**config.mk**
```make
export PLATFORM = sky130hd
export DESIGN_NAME = mem_access_unit
export DESIGN_NICKNAME = d
export VERILOG_FILES = /design/src/rtl/mem_access_unit.sv
export SDC_FILE = /design/constraint.sdc
export NUM_CORES = 1
export LEC_CHECK = 0
export BUFFER_PORTS_ARGS = -buffer_cell sky130_fd_sc_hd__buf_2
export CAP_MARGIN = 20
export CORE_MARGIN = 4
export CORE_UTILIZATION = 52
export CTS_CLUSTER_SIZE = 25
export DETAILED_ROUTE_END_ITERATION = 6
export PLACE_DENSITY = 0.83
export SETUP_SLACK_MARGIN = 0.2
export SYNTH_ARGS = -nofsm -noshare
export SYNTH_HDL_FRONTEND = slang
export SYNTH_SLANG_ARGS = --single-unit
```
**constraint.sdc**
```tcl
create_clock -name clk -period 2.83 [get_ports clk]
set_input_delay 0.4245 -clock clk [delete_from_list [all_inputs] [get_ports clk]]
set_output_delay 0.4245 -clock clk [all_outputs]
set_load 0.02 [all_outputs]
```
**src/rtl/mem_access_unit.sv**
```systemverilog
// -----------------------------------------------------------------------------
// mem_access_unit
//
// Load/store front-end between the execute stage and a word-addressed data
// RAM. It takes one byte, halfword or word request at a time, performs
// sub-word stores as a read-modify-write of the containing word, returns
// sign- or zero-extended load data, and turns illegal-size, out-of-range and
// (optionally) misaligned requests into a fault response without touching
// the RAM.
//
// Build option:
//   MAU_MISALIGN_FAULT_EN  defined   -> a halfword with addr[0]=1 or a word
//                                       with addr[1:0]!=0 faults.
//                          undefined -> the offending low address bits are
//                                       forced to 0 and the access proceeds.
//
// Parameters:
//   MEM_BYTES       byte size of the attached RAM; addresses >= MEM_BYTES fault.
//
// Ports:
//   clk, reset      single clock, synchronous active-high reset
//   reqValid/Ready  request handshake
//   reqWrite        1 = store, 0 = load
//   reqSize         00 byte, 01 halfword, 10 word, 11 illegal
//   reqUnsigned     loads: 1 = zero-extend, 0 = sign-extend
//   reqAddress      byte address
//   reqData         store data, right-aligned
//   respValid       one-cycle completion pulse
//   respData        extended load data (0 for stores and faults)
//   respFault       request rejected, no RAM write happened
//   ramWriteEnable  RAM write strobe (RAM commits on the following negedge)
//   ramReadEnable   RAM read strobe
//   ramAddress      word-aligned RAM address {addr[31:2], 2'b00}
//   ramDataOut      word written to the RAM
//   ramDataIn       word read from the RAM (combinational read)
//
// Handshake: a request transfers on a posedge where reqValid && reqReady are
// both high. reqReady is high only in IDLE and only while reset is low. The
// requester keeps reqValid and all req* fields stable until that edge; while
// the unit is busy the req* inputs are ignored because every field is
// latched at the transfer edge. respValid is a single-cycle pulse with no
// back-pressure; the next request can transfer in the cycle after it.
//
// The FSM state is held in state_q (type mau_state_e) for observation.
// -----------------------------------------------------------------------------
module mem_access_unit #(
  parameter int unsigned MEM_BYTES = 1024
) (
  input  logic        clk,
  input  logic        reset,
  input  logic        reqValid,
  output logic        reqReady,
  input  logic        reqWrite,
  input  logic [1:0]  reqSize,
  input  logic        reqUnsigned,
  input  logic [31:0] reqAddress,
  input  logic [31:0] reqData,
  output logic        respValid,
  output logic [31:0] respData,
  output logic        respFault,
  output logic        ramWriteEnable,
  output logic        ramReadEnable,
  output logic [31:0] ramAddress,
  output logic [31:0] ramDataOut,
  input  logic [31:0] ramDataIn
);

  localparam logic [1:0]  SIZE_BYTE = 2'b00;
  localparam logic [1:0]  SIZE_HALF = 2'b01;
  localparam logic [1:0]  SIZE_WORD = 2'b10;
  localparam logic [1:0]  SIZE_ILL  = 2'b11;
  localparam logic [31:0] MEM_LIMIT = 32'(MEM_BYTES);

  typedef enum logic [1:0] {
    ST_IDLE  = 2'd0,
    ST_READ  = 2'd1,
    ST_WRITE = 2'd2,
    ST_RESP  = 2'd3
  } mau_state_e;

  mau_state_e  state_q, state_d;
  logic        write_q, write_d;
  logic [1:0]  size_q, size_d;
  logic        unsigned_q, unsigned_d;
  logic [31:0] addr_q, addr_d;
  logic [31:0] data_q, data_d;
  logic        fault_q, fault_d;
  logic [31:0] read_buf_q, read_buf_d;

  logic        accept;
  logic        misaligned;
  logic        req_fault;
  logic [31:0] eff_addr;
  logic [31:0] aligned_addr;
  logic [31:0] merged_word;
  logic [7:0]  byte_sel;
  logic [15:0] half_sel;
  logic [31:0] load_data;

  // ---------------------------------------------------------------------------
  // Request decode (combinational on the live request fields)
  // ---------------------------------------------------------------------------
`ifdef MAU_MISALIGN_FAULT_EN
  always_comb begin
    misaligned = 1'b0;
    if (reqSize == SIZE_HALF && reqAddress[0]) begin
      misaligned = 1'b1;
    end
    if (reqSize == SIZE_WORD && reqAddress[1:0] != 2'b00) begin
      misaligned = 1'b1;
    end
    eff_addr = reqAddress;
  end
`else
  // Misaligned requests are silently rounded down to their natural alignment.
  always_comb begin
    misaligned = 1'b0;
    eff_addr   = reqAddress;
    if (reqSize == SIZE_HALF) begin
      eff_addr[0] = 1'b0;
    end
    if (reqSize == SIZE_WORD) begin
      eff_addr[1:0] = 2'b00;
    end
  end
`endif

  // Range check uses the address as presented; rounding down can never move
  // an in-range address out of range because MEM_BYTES is word-sized.
  assign req_fault = (reqSize == SIZE_ILL) || (reqAddress >= MEM_LIMIT) || misaligned;
  assign accept    = reqValid && reqReady;

  // ---------------------------------------------------------------------------
  // State register
  // ---------------------------------------------------------------------------
  always_ff @(posedge clk) begin
    if (reset) begin
      state_q    <= ST_IDLE;
      write_q    <= 1'b0;
      size_q     <= SIZE_BYTE;
      unsigned_q <= 1'b0;
      addr_q     <= '0;
      data_q     <= '0;
      fault_q    <= 1'b0;
      read_buf_q <= '0;
    end else begin
      state_q    <= state_d;
      write_q    <= write_d;
      size_q     <= size_d;
      unsigned_q <= unsigned_d;
      addr_q     <= addr_d;
      data_q     <= data_d;
      fault_q    <= fault_d;
      read_buf_q <= read_buf_d;
    end
  end

  // ---------------------------------------------------------------------------
  // Next-state logic
  // ---------------------------------------------------------------------------
  always_comb begin
    state_d    = state_q;
    write_d    = write_q;
    size_d     = size_q;
    unsigned_d = unsigned_q;
    addr_d     = addr_q;
    data_d     = data_q;
    fault_d    = fault_q;
    read_buf_d = read_buf_q;

    unique case (state_q)
      ST_IDLE: begin
        if (accept) begin
          write_d    = reqWrite;
          size_d     = reqSize;
          unsigned_d = reqUnsigned;
          addr_d     = eff_addr;
          data_d     = reqData;
          fault_d    = req_fault;
          if (req_fault) begin
            state_d = ST_RESP;
          end else if (reqWrite && reqSize == SIZE_WORD) begin
            // Full-word stores need no merge, so the read is skipped.
            state_d = ST_WRITE;
          end else begin
            state_d = ST_READ;
          end
        end
      end
      ST_READ: begin
        read_buf_d = ramDataIn;
        state_d    = write_q ? ST_WRITE : ST_RESP;
      end
      ST_WRITE: begin
        state_d = ST_RESP;
      end
      ST_RESP: begin
        state_d = ST_IDLE;
      end
      default: begin
        state_d = ST_IDLE;
      end
    endcase
  end

  // ---------------------------------------------------------------------------
  // Store merge: new lane(s) from the store data, the rest from readBuf
  // ---------------------------------------------------------------------------
  always_comb begin
    merged_word = read_buf_q;
    case (size_q)
      SIZE_BYTE: begin
        case (addr_q[1:0])
          2'd0:    merged_word[7:0]   = data_q[7:0];
          2'd1:    merged_word[15:8]  = data_q[7:0];
          2'd2:    merged_word[23:16] = data_q[7:0];
          default: merged_word[31:24] = data_q[7:0];
        endcase
      end
      SIZE_HALF: begin
        if (addr_q[1]) begin
          merged_word[31:16] = data_q[15:0];
        end else begin
          merged_word[15:0] = data_q[15:0];
        end
      end
      default: begin
        merged_word = data_q;
      end
    endcase
  end

  // ---------------------------------------------------------------------------
  // Load extraction and extension
  // ---------------------------------------------------------------------------
  always_comb begin
    case (addr_q[1:0])
      2'd0:    byte_sel = read_buf_q[7:0];
      2'd1:    byte_sel = read_buf_q[15:8];
      2'd2:    byte_sel = read_buf_q[23:16];
      default: byte_sel = read_buf_q[31:24];
    endcase
    half_sel = addr_q[1] ? read_buf_q[31:16] : read_buf_q[15:0];

    case (size_q)
      SIZE_BYTE: load_data = {{24{!unsigned_q && byte_sel[7]}}, byte_sel};
      SIZE_HALF: load_data = {{16{!unsigned_q && half_sel[15]}}, half_sel};
      default:   load_data = read_buf_q;
    endcase
  end

  assign aligned_addr = {addr_q[31:2], 2'b00};

  // ---------------------------------------------------------------------------
  // Outputs
  // ---------------------------------------------------------------------------
  always_comb begin
    reqReady       = (state_q == ST_IDLE) && !reset;
    respValid      = 1'b0;
    respData       = '0;
    respFault      = 1'b0;
    ramWriteEnable = 1'b0;
    ramReadEnable  = 1'b0;
    ramAddress     = '0;
    ramDataOut     = '0;

    unique case (state_q)
      ST_READ: begin
        ramReadEnable = 1'b1;
        ramAddress    = aligned_addr;
      end
      ST_WRITE: begin
        // Reset blocks the strobe in the same cycle so an interrupted
        // store never reaches the RAM.
        ramWriteEnable = !reset;
        ramAddress     = aligned_addr;
        ramDataOut     = merged_word;
      end
      ST_RESP: begin
        respValid = 1'b1;
        respFault = fault_q;
        respData  = (fault_q || write_q) ? 32'd0 : load_data;
      end
      default: begin
      end
    endcase
  end

endmodule

```
==> flow_results.org, run 1 <==
** Route
- In the routed layout, each cell is associated on average with a via count of 5.54.
- In the final routing, the length of wire on met1 measures 7310 um.
- Post-route DRC :: 0
- In the detailed route, the total length drawn on met2 is 8020 um.
- Routed WL per cell :: 17.3 um
- Number of DRC violations after detailed-routing iteration 0 :: 525
- The detailed router placed 5,655 vias in this run.
- Wire segments on met3 add up to 2090 um in the final route.
- Total wire length :: 17,700 um
- The pre-antenna-repair detailed-routing pass consisted of 7 iterations.
- Uppermost routed layer :: met4
- ANT nets after route :: 0

** Clock network
- TritonCTS built the clock tree.
- The H-tree was split into 3 levels.
- Clock latency on the worst-skew pair :: 0.37 ns
- Clock-pin transition on the worst setup and hold timing paths :: 0.11 ns
- Clk Tree Root Cell :: sky130_fd_sc_hd__clkbuf_8
- The clock drives 103 sinks.
- In this run, CTS created clock tree buffers numbering 9.
- Max Root-Sink Buffers :: 2

** Yosys
- Mapped Cells :: 707
- sky130_fd_sc_hd__dfxtp_1 takes more of the synthesized area than any other cell.
- Seq/Total Area, Yosys :: 0.364
- Synthesis instantiated 44 different standard cells from the library.
- Synth area leaders :: sky130_fd_sc_hd__dfxtp_1 (36%), sky130_fd_sc_hd__nand2_1 (9.7%), sky130_fd_sc_hd__nand3b_1 (9.0%)
- Netlist area before placement :: 0.00566 mm^2
- Synthesis inferred 103 register bits.
- Post-synthesis average cell area :: 8.01 um^2
- Share of the synthesized area in the top cell type :: 0.364
- During synthesis, Yosys emitted a total of 0 warnings.

** Finish
- Layout Nets :: 987
- Area of combinational cells with multiple inputs :: 0.00328 mm^2
- Flip-flop and latch area :: 0.00206 mm^2
- In the layout the commonest cells are sky130_fd_sc_hd__buf_2 (201), sky130_fd_sc_hd__nand2_1 (145), sky130_fd_sc_hd__dfxtp_1 (101), sky130_fd_sc_hd__nand3b_1 (68), sky130_fd_sc_hd__nor2_1 (50).
- Compared with the post-synthesis result, the final layout area differs by 23.5%.
- Of the cells placed in the final design, the portion with a size suffix greater than 1 is 0.298.
- Most frequent standard cell in the layout excluding fill and tap cells :: sky130_fd_sc_hd__buf_2
- After filler insertion, the fill cell instance count of the layout stands at 940.
- Antenna diode count :: 0

** Worst setup path
- Of all nets on the critical path, the largest fanout is 8.
- For this run, the slowest stage of the critical path takes 0.47 ns.
- For the worst setup path, the data required time is 2.41 ns.
- The worst setup path is captured at an output pin.
- The worst setup path is of the register to output pin kind.
- Traced cell by cell, the critical path runs through mux2_4 > mux2i_1 > o31a_1 > a221oi_1 > buf_2.
- CP max-delay cell :: sky130_fd_sc_hd__dfxtp_1
- Startpoint kind of the worst setup timing path :: register
- Arrival time reported for the critical path endpoint :: 2.20 ns

** STA
- Relative slew slack :: 0.569
- Setup ws final :: 0.207 ns
- At the pin with the least slew margin, the transition time is 0.647 ns.
- Setup repair after global routing could not meet its margin everywhere.
- Top achievable clock speed :: 0.381 GHz
- Crit path time final :: 2.62 ns
- Setup TNS Final :: 0 ns
- Final clock period utilization by the worst path :: 0.927
- Final hold viol count :: 0
- For the final database, setup skew stands at 0.0120 ns.
- Pins over their slew limit :: 0
- Number of setup violations in the final report :: 0

** Placement
- Post-placement setup slack :: 0.481 ns
- The count of buffers added on input and output ports is 201.
- Routability-driven placement finished with a final weighted congestion of 0.999.
- After legalization and detailed placement, the total HPWL measured 13,100 um.

** Floorplanning
- The die is 112 um tall.
- The floorplan step defined a core boundary enclosing 0.0105 mm^2.
- From left edge to right edge, the die measures 112 um.
- Number of rows created at floorplan :: 37
- Starting Density :: 0.541
- Num ports :: 204
- Die area :: 0.0126 mm^2

** Power
- Pwr dens :: 769 mW/mm^2
- Pleak :: 3.41 nW
- Max VDD drop :: 0.455 mV

** GRT
- Total routing usage reported by global routing :: 0.268
- Total overflow reported by the global router :: 0
- Wire length of the first global-routing pass :: 27,600 um
- The number of antenna violations at the first check in global routing came to 0.
- Number of global-route vias before repair :: 5,311
- Entering global routing, the biggest net connects 73 pins.

** Run
- Max-cap violations in this run came to 0.

** Status
- Run status :: complete, no violations

** Hold path
- In this run the worst hold path is classified as primary input to register.
[per-stage QoR]
stage	util	hold WS (ns)	total power, mW	instances	cell area [um^2]
2_1_floorplan	-	0.445	3.59	708	5670
3_3_place_gp	0.640	0.457	4.25	1003	6700
3_5_place_dp	0.640	0.459	4.27	1003	6700
4_1_cts	0.667	0.219	5.37	1021	6980
5_1_grt	0.669	0.224	5.69	1021	7000
6_report	0.669	0.232	5.38	1021	7000
[cell type report]
cell class	count	share of cell area
clock inverters	6	0.0139
multi-input cells	529	0.469
repair buffers	222	0.170
well taps	136	0.0243
flip-flops and latches	103	0.295
clock buffers	10	0.0197
inverters	15	0.00805
[per-layer routing]
| layer | GRT usage | vias to the layer above |
|---|---|---|
| li1 | - | 2779 |
| met1 | 0.365 | 2569 |
| met2 | 0.427 | 284 |
| met3 | 0.0733 | 23 |
| met4 | 0.0633 | 0 |
| met5 | 0 | - |
[logic make-up after synthesis]
family | after synthesis | synth area share
adder cells (fa/ha/maj) | 4 | 0.00884
multiplexers | 52 | 0.0943
other | 1 | 0.000662
AO/OA/AOI/OAI | 109 | 0.141
AND/OR/NAND/NOR | 362 | 0.330
buffers and inverters | 76 | 0.0612
flip-flops | 103 | 0.364
[sequential cells by signal, summed over array words and instances, names as in the netlist]
signal / cells
addr_q: 32
fault_q: 1
read_buf_q: 32
state_q: 2
size_q: 2
write_q: 1
data_q: 32
unsigned_q: 1
[cells in the mapped netlist, drive strengths merged]
| master | n |
|---|---|
| conb | 1 |
| o221a | 7 |
| o22ai | 2 |
| nand2 | 146 |
| inv | 15 |
| and2b | 1 |
| or2 | 2 |
| a21o | 17 |
| nor2b | 16 |
| nand4 | 2 |
| and2 | 34 |
| a222oi | 6 |
| nor2 | 50 |
| a211o | 1 |
| mux2 | 2 |
| ha | 4 |
| a211oi | 2 |
| a221oi | 18 |
| buf | 32 |
| a31oi | 1 |
| nor4 | 6 |
| o31ai | 1 |
| nand2b | 18 |
| o21ai | 14 |
| dfxtp | 103 |
| a311oi | 8 |
| nand3b | 68 |
| nor3b | 1 |
| o31a | 1 |
| nand3 | 18 |
| o21a | 1 |
| mux2i | 50 |
| clkbuf | 29 |
| a21oi | 30 |
[path summary, 6_finish.rpt]
kind	start	to	slack (ns)	depth (start not counted)
max	read_buf_q[15]	respData[8]	0.21	5
min	reqData[24]	data_q[24]	0.23	3
max reg2reg	state_q[1]	data_q[16]	0.92	7
min reg2reg	data_q[26]	data_q[26]	0.48	2
[critical path, delay by kind of cell, from the launching register on]
family	cells	cell delay [ns]
AOI/OAI and AO/OA	2	0.79
buffers and inverters	1	0.25
DFF	1	0.47
muxes	2	0.30
[power by group]
part,switching [mW],leakage (nW),internal [mW]
Clock,0.539,0.119,0.537
Combinational,1.29,2.45,0.856
Sequential,0.382,0.844,1.77
[what timing repair did]
action,4_1_cts,5_1_grt
endpoints found under the setup margin,35,22
pin swaps,2,0
gates resized for setup,2,6
buffers inserted,2,0
hold buffers,0,0
(Power assumes the default switching activity.)
==> run 2: changes to the inputs <==
- CORE_UTILIZATION: 52 -> 30
- GPL_ROUTABILITY_DRIVEN: default -> 0
- PLACE_DENSITY: 0.83 -> default
- clock period: 2.83 -> 2.4 ns (I/O delays scaled with it)
==> run 2 against run 1 <==
Effect of this change:
- clock power up 42%
- sequential share of layout area decreased by 3.6 points
- first-iteration DRC count decreased by 28%
- power grew 34%
- final area rose by 15%
- global-route usage is 8.0 points lower
- sequential power grew 20%
- combinational power is 45% higher
- die area increased by 67%
- final cell count rose by 13%
==> flow_results.org, run 2 (synthesized netlist as in run 1, its figures left out) <==
** Hold path
- The worst hold path belongs to the class primary input to register.

** Clock network
- Clock-pin transition on the worst setup and hold timing paths :: 0.08 ns
- Clk Tree Root Cell :: sky130_fd_sc_hd__clkbuf_16
- Clock buffer count from CTS :: 9
- Total number of clock tree sinks :: 103
- The number of hold buffers added after CTS was 0.
- Clock latency on the worst-skew pair :: 0.36 ns
- TritonCTS built the clock tree.
- Counting along the longest clock path gives a buffer depth of 2.
- Maximum level of the CTS H-tree :: 3

** STA
- The number of hold violations in the final report is 0.
- For this run, the top clock speed supported by timing is 0.432 GHz.
- Fin Clk Skew :: 0.00561 ns
- Relative slew slack :: 0.583
- The number of max-slew violations in the final report was 0.
- Setup repair after global routing could not meet its margin everywhere.
- Final clock period utilization by the worst path :: 0.964
- At the pin with the least slew margin, the transition time is 0.625 ns.
- Number of setup violations in the final report :: 0
- Crit path time final :: 2.31 ns
- Setup TNS Final :: 0 ns

** GRT
- The via count of the first global-routing pass came to 5,533.
- Entering global routing, the biggest net connects 73 pins.
- The first global-routing pass estimated 31,800 um of wire.
- Summed over all layers, the global routing overflow is 0.
- Across every metal layer, demand over resource in global routing totals 0.188.
- The number of antenna violations at the first check in global routing is 11.

** Floorplanning
- Starting Density :: 0.310
- Die boundary width :: 145 um
- 204 I/O pins were placed.
- Chip height :: 145 um
- In this run the core area contains 49 standard-cell rows.
- The core region is 0.0183 mm^2.
- Die area :: 0.0211 mm^2

** Worst setup path
- Critical path capture point type :: output pin
- Counting both buffers and inverters, the worst setup path holds a total of 1.
- Critical path peak fanout :: 8
- Kind of critical path :: register to output pin
- Slowest stage delay, CP :: 0.43 ns
- Data on the critical path is required at its endpoint by 2.04 ns.
- Kind of cell adding the most delay to the critical path :: compound AO/OA/AOI/OAI gates
- The signal on the critical path passes through mux2_4 > mux2i_1 > o31a_2 > a221oi_2 > buf_4.
- CP max-delay cell :: sky130_fd_sc_hd__dfxtp_4
- Arrival time reported for the critical path endpoint :: 1.95 ns
- STA classifies the critical path startpoint as a register.

** Finish
- The net count of the finished layout is 1,020.
- Most frequent cells in the layout :: sky130_fd_sc_hd__buf_2 (160), sky130_fd_sc_hd__nand2_1 (143), sky130_fd_sc_hd__dfxtp_1 (97), sky130_fd_sc_hd__nand3b_1 (68), sky130_fd_sc_hd__buf_4 (62)
- Relative to the synthesized area, the layout overhead comes to 42.0%.
- Most frequent standard cell in the layout excluding fill and tap cells :: sky130_fd_sc_hd__buf_2
- Biggest registers after layout :: addr_q (32), data_q (32), read_buf_q (32)
- Counting the fill cells in the layout gives 1,849.
- Of the cells placed in the final design, the portion with a size suffix greater than 1 is 0.374.
- Measured on the finished design, the core utilization comes to 0.440.

** Route
- The routed design has 21,200 um of wire.
- Routed WL per cell :: 18.5 um
- ANT nets after route :: 0
- After detailed routing, the number of vias per cell comes to 5.09.
- Before antenna repair, the detailed router went through 5 iterations.
- Post-route DRC :: 0
- After the first detailed-routing iteration, the DRC count stood at 376.
- Routed vias :: 5,848

** Placement
- The count of buffers added on input and output ports is 201.
- Half-perimeter wire length after placement :: 15,400 um

** Power
- The share of total power dissipated in combinational logic is 0.432.
- Sequential cell fraction of total power :: 0.356
- Part of the power in the clock network :: 0.212
- Cell Int Power :: 4.26 mW
- In this run the power spent charging and discharging nets is 2.95 mW.
- Of the total power, the share spent switching nets is 0.410.
- The analysis attributes to cell leakage a power of 3.69 nW.
- Dividing total power by cell area gives a power density of 897 mW/mm^2.
- VDD sags by at most 0.408 mV.

** Run
- # Max-Cap Violations :: 0

** Status
- Run status :: complete, no violations
[run 2: cell types whose count changed in the layout (fill, tap and decap cells not counted), moves of 10 or more]
cell	previous run	this run
sky130_fd_sc_hd__a221oi_1	16	1
sky130_fd_sc_hd__buf_2	201	160
sky130_fd_sc_hd__buf_6	0	24
sky130_fd_sc_hd__buf_4	19	62
sky130_fd_sc_hd__clkbuf_8	10	0
[run 2: timing repair]
action                                 in CTS  in global routing
pin swaps                                   7                 21
buffers inserted                           13                 13
setup endpoints to repair                  63                 65
resized for setup                          90                 64
endpoints found under the hold margin       0                  0
gates cloned                                1                  0
[run 2: layout make-up]
type	count	area, um^2	area share
Tap cell	229	287	0.0356
Antenna cell	3	7.51	0.000933
Inverter	15	63.8	0.00793
Clock inverter	7	77.6	0.00965
Multi-Input combinational cell	529	3600	0.447
Timing Repair Buffer	255	1700	0.212
Clock buffer	9	225	0.0280
Sequential cell	103	2080	0.259
[run 2: per-stage QoR]
stage	hold WS [ns]	total power [mW]	setup WS, ns	std cells	instance area, um^2
after global routing	0.188	7.63	0.0254	1149	8040
after CTS	0.171	6.97	0.119	1134	7650
after global placement	0.457	5.17	0.119	1104	6890
after floorplan	0.445	4.23	0.341	708	5670
after detailed placement	0.458	5.17	0.130	1104	6890
final	0.179	7.21	0.0861	1150	8040
[run 2: power by group through the flow]
stage | sequential [mW] | combinational (mW) | clock [mW]
5_1_grt | 2.60 | 3.39 | 1.64
2_1_floorplan | 2.34 | 1.89 | 0
3_5_place_dp | 2.55 | 2.63 | 0
4_1_cts | 2.52 | 2.86 | 1.58
6_report | 2.57 | 3.11 | 1.53
3_3_place_gp | 2.55 | 2.62 | 0
[run 2: worst paths after layout]
path / cells past startpoint / to / slack (ns) / from
hold / removal: 3 / addr_q[9] / 0.18 / reqAddress[9]
hold reg to reg: 2 / addr_q[2] / 0.47 / addr_q[2]
setup reg to reg: 7 / size_q[1] / 0.58 / state_q[0]
setup / recovery: 5 / respData[8] / 0.09 / addr_q[1]
[run 2: per-layer routing]
| layer | track usage | part of all wire | vias up |
|---|---|---|---|
| li1 | - | - | 2850 |
| met1 | 0.236 | 0.43 | 2700 |
| met2 | 0.310 | 0.46 | 232 |
| met3 | 0.0694 | 0.086 | 48 |
| met4 | 0.0446 | 0.019 | 18 |
| met5 | 0 | 0.0050 | - |
[run 2: worst register-to-register path: stages, from the launching register on]
cell                      delay, ns
sky130_fd_sc_hd__dfxtp_1       0.35
sky130_fd_sc_hd__inv_1         0.09
sky130_fd_sc_hd__ha_1          0.31
sky130_fd_sc_hd__nor2b_1       0.21
sky130_fd_sc_hd__and2_2        0.21
sky130_fd_sc_hd__buf_4         0.34
sky130_fd_sc_hd__nand2_1       0.13
sky130_fd_sc_hd__o31ai_1       0.08
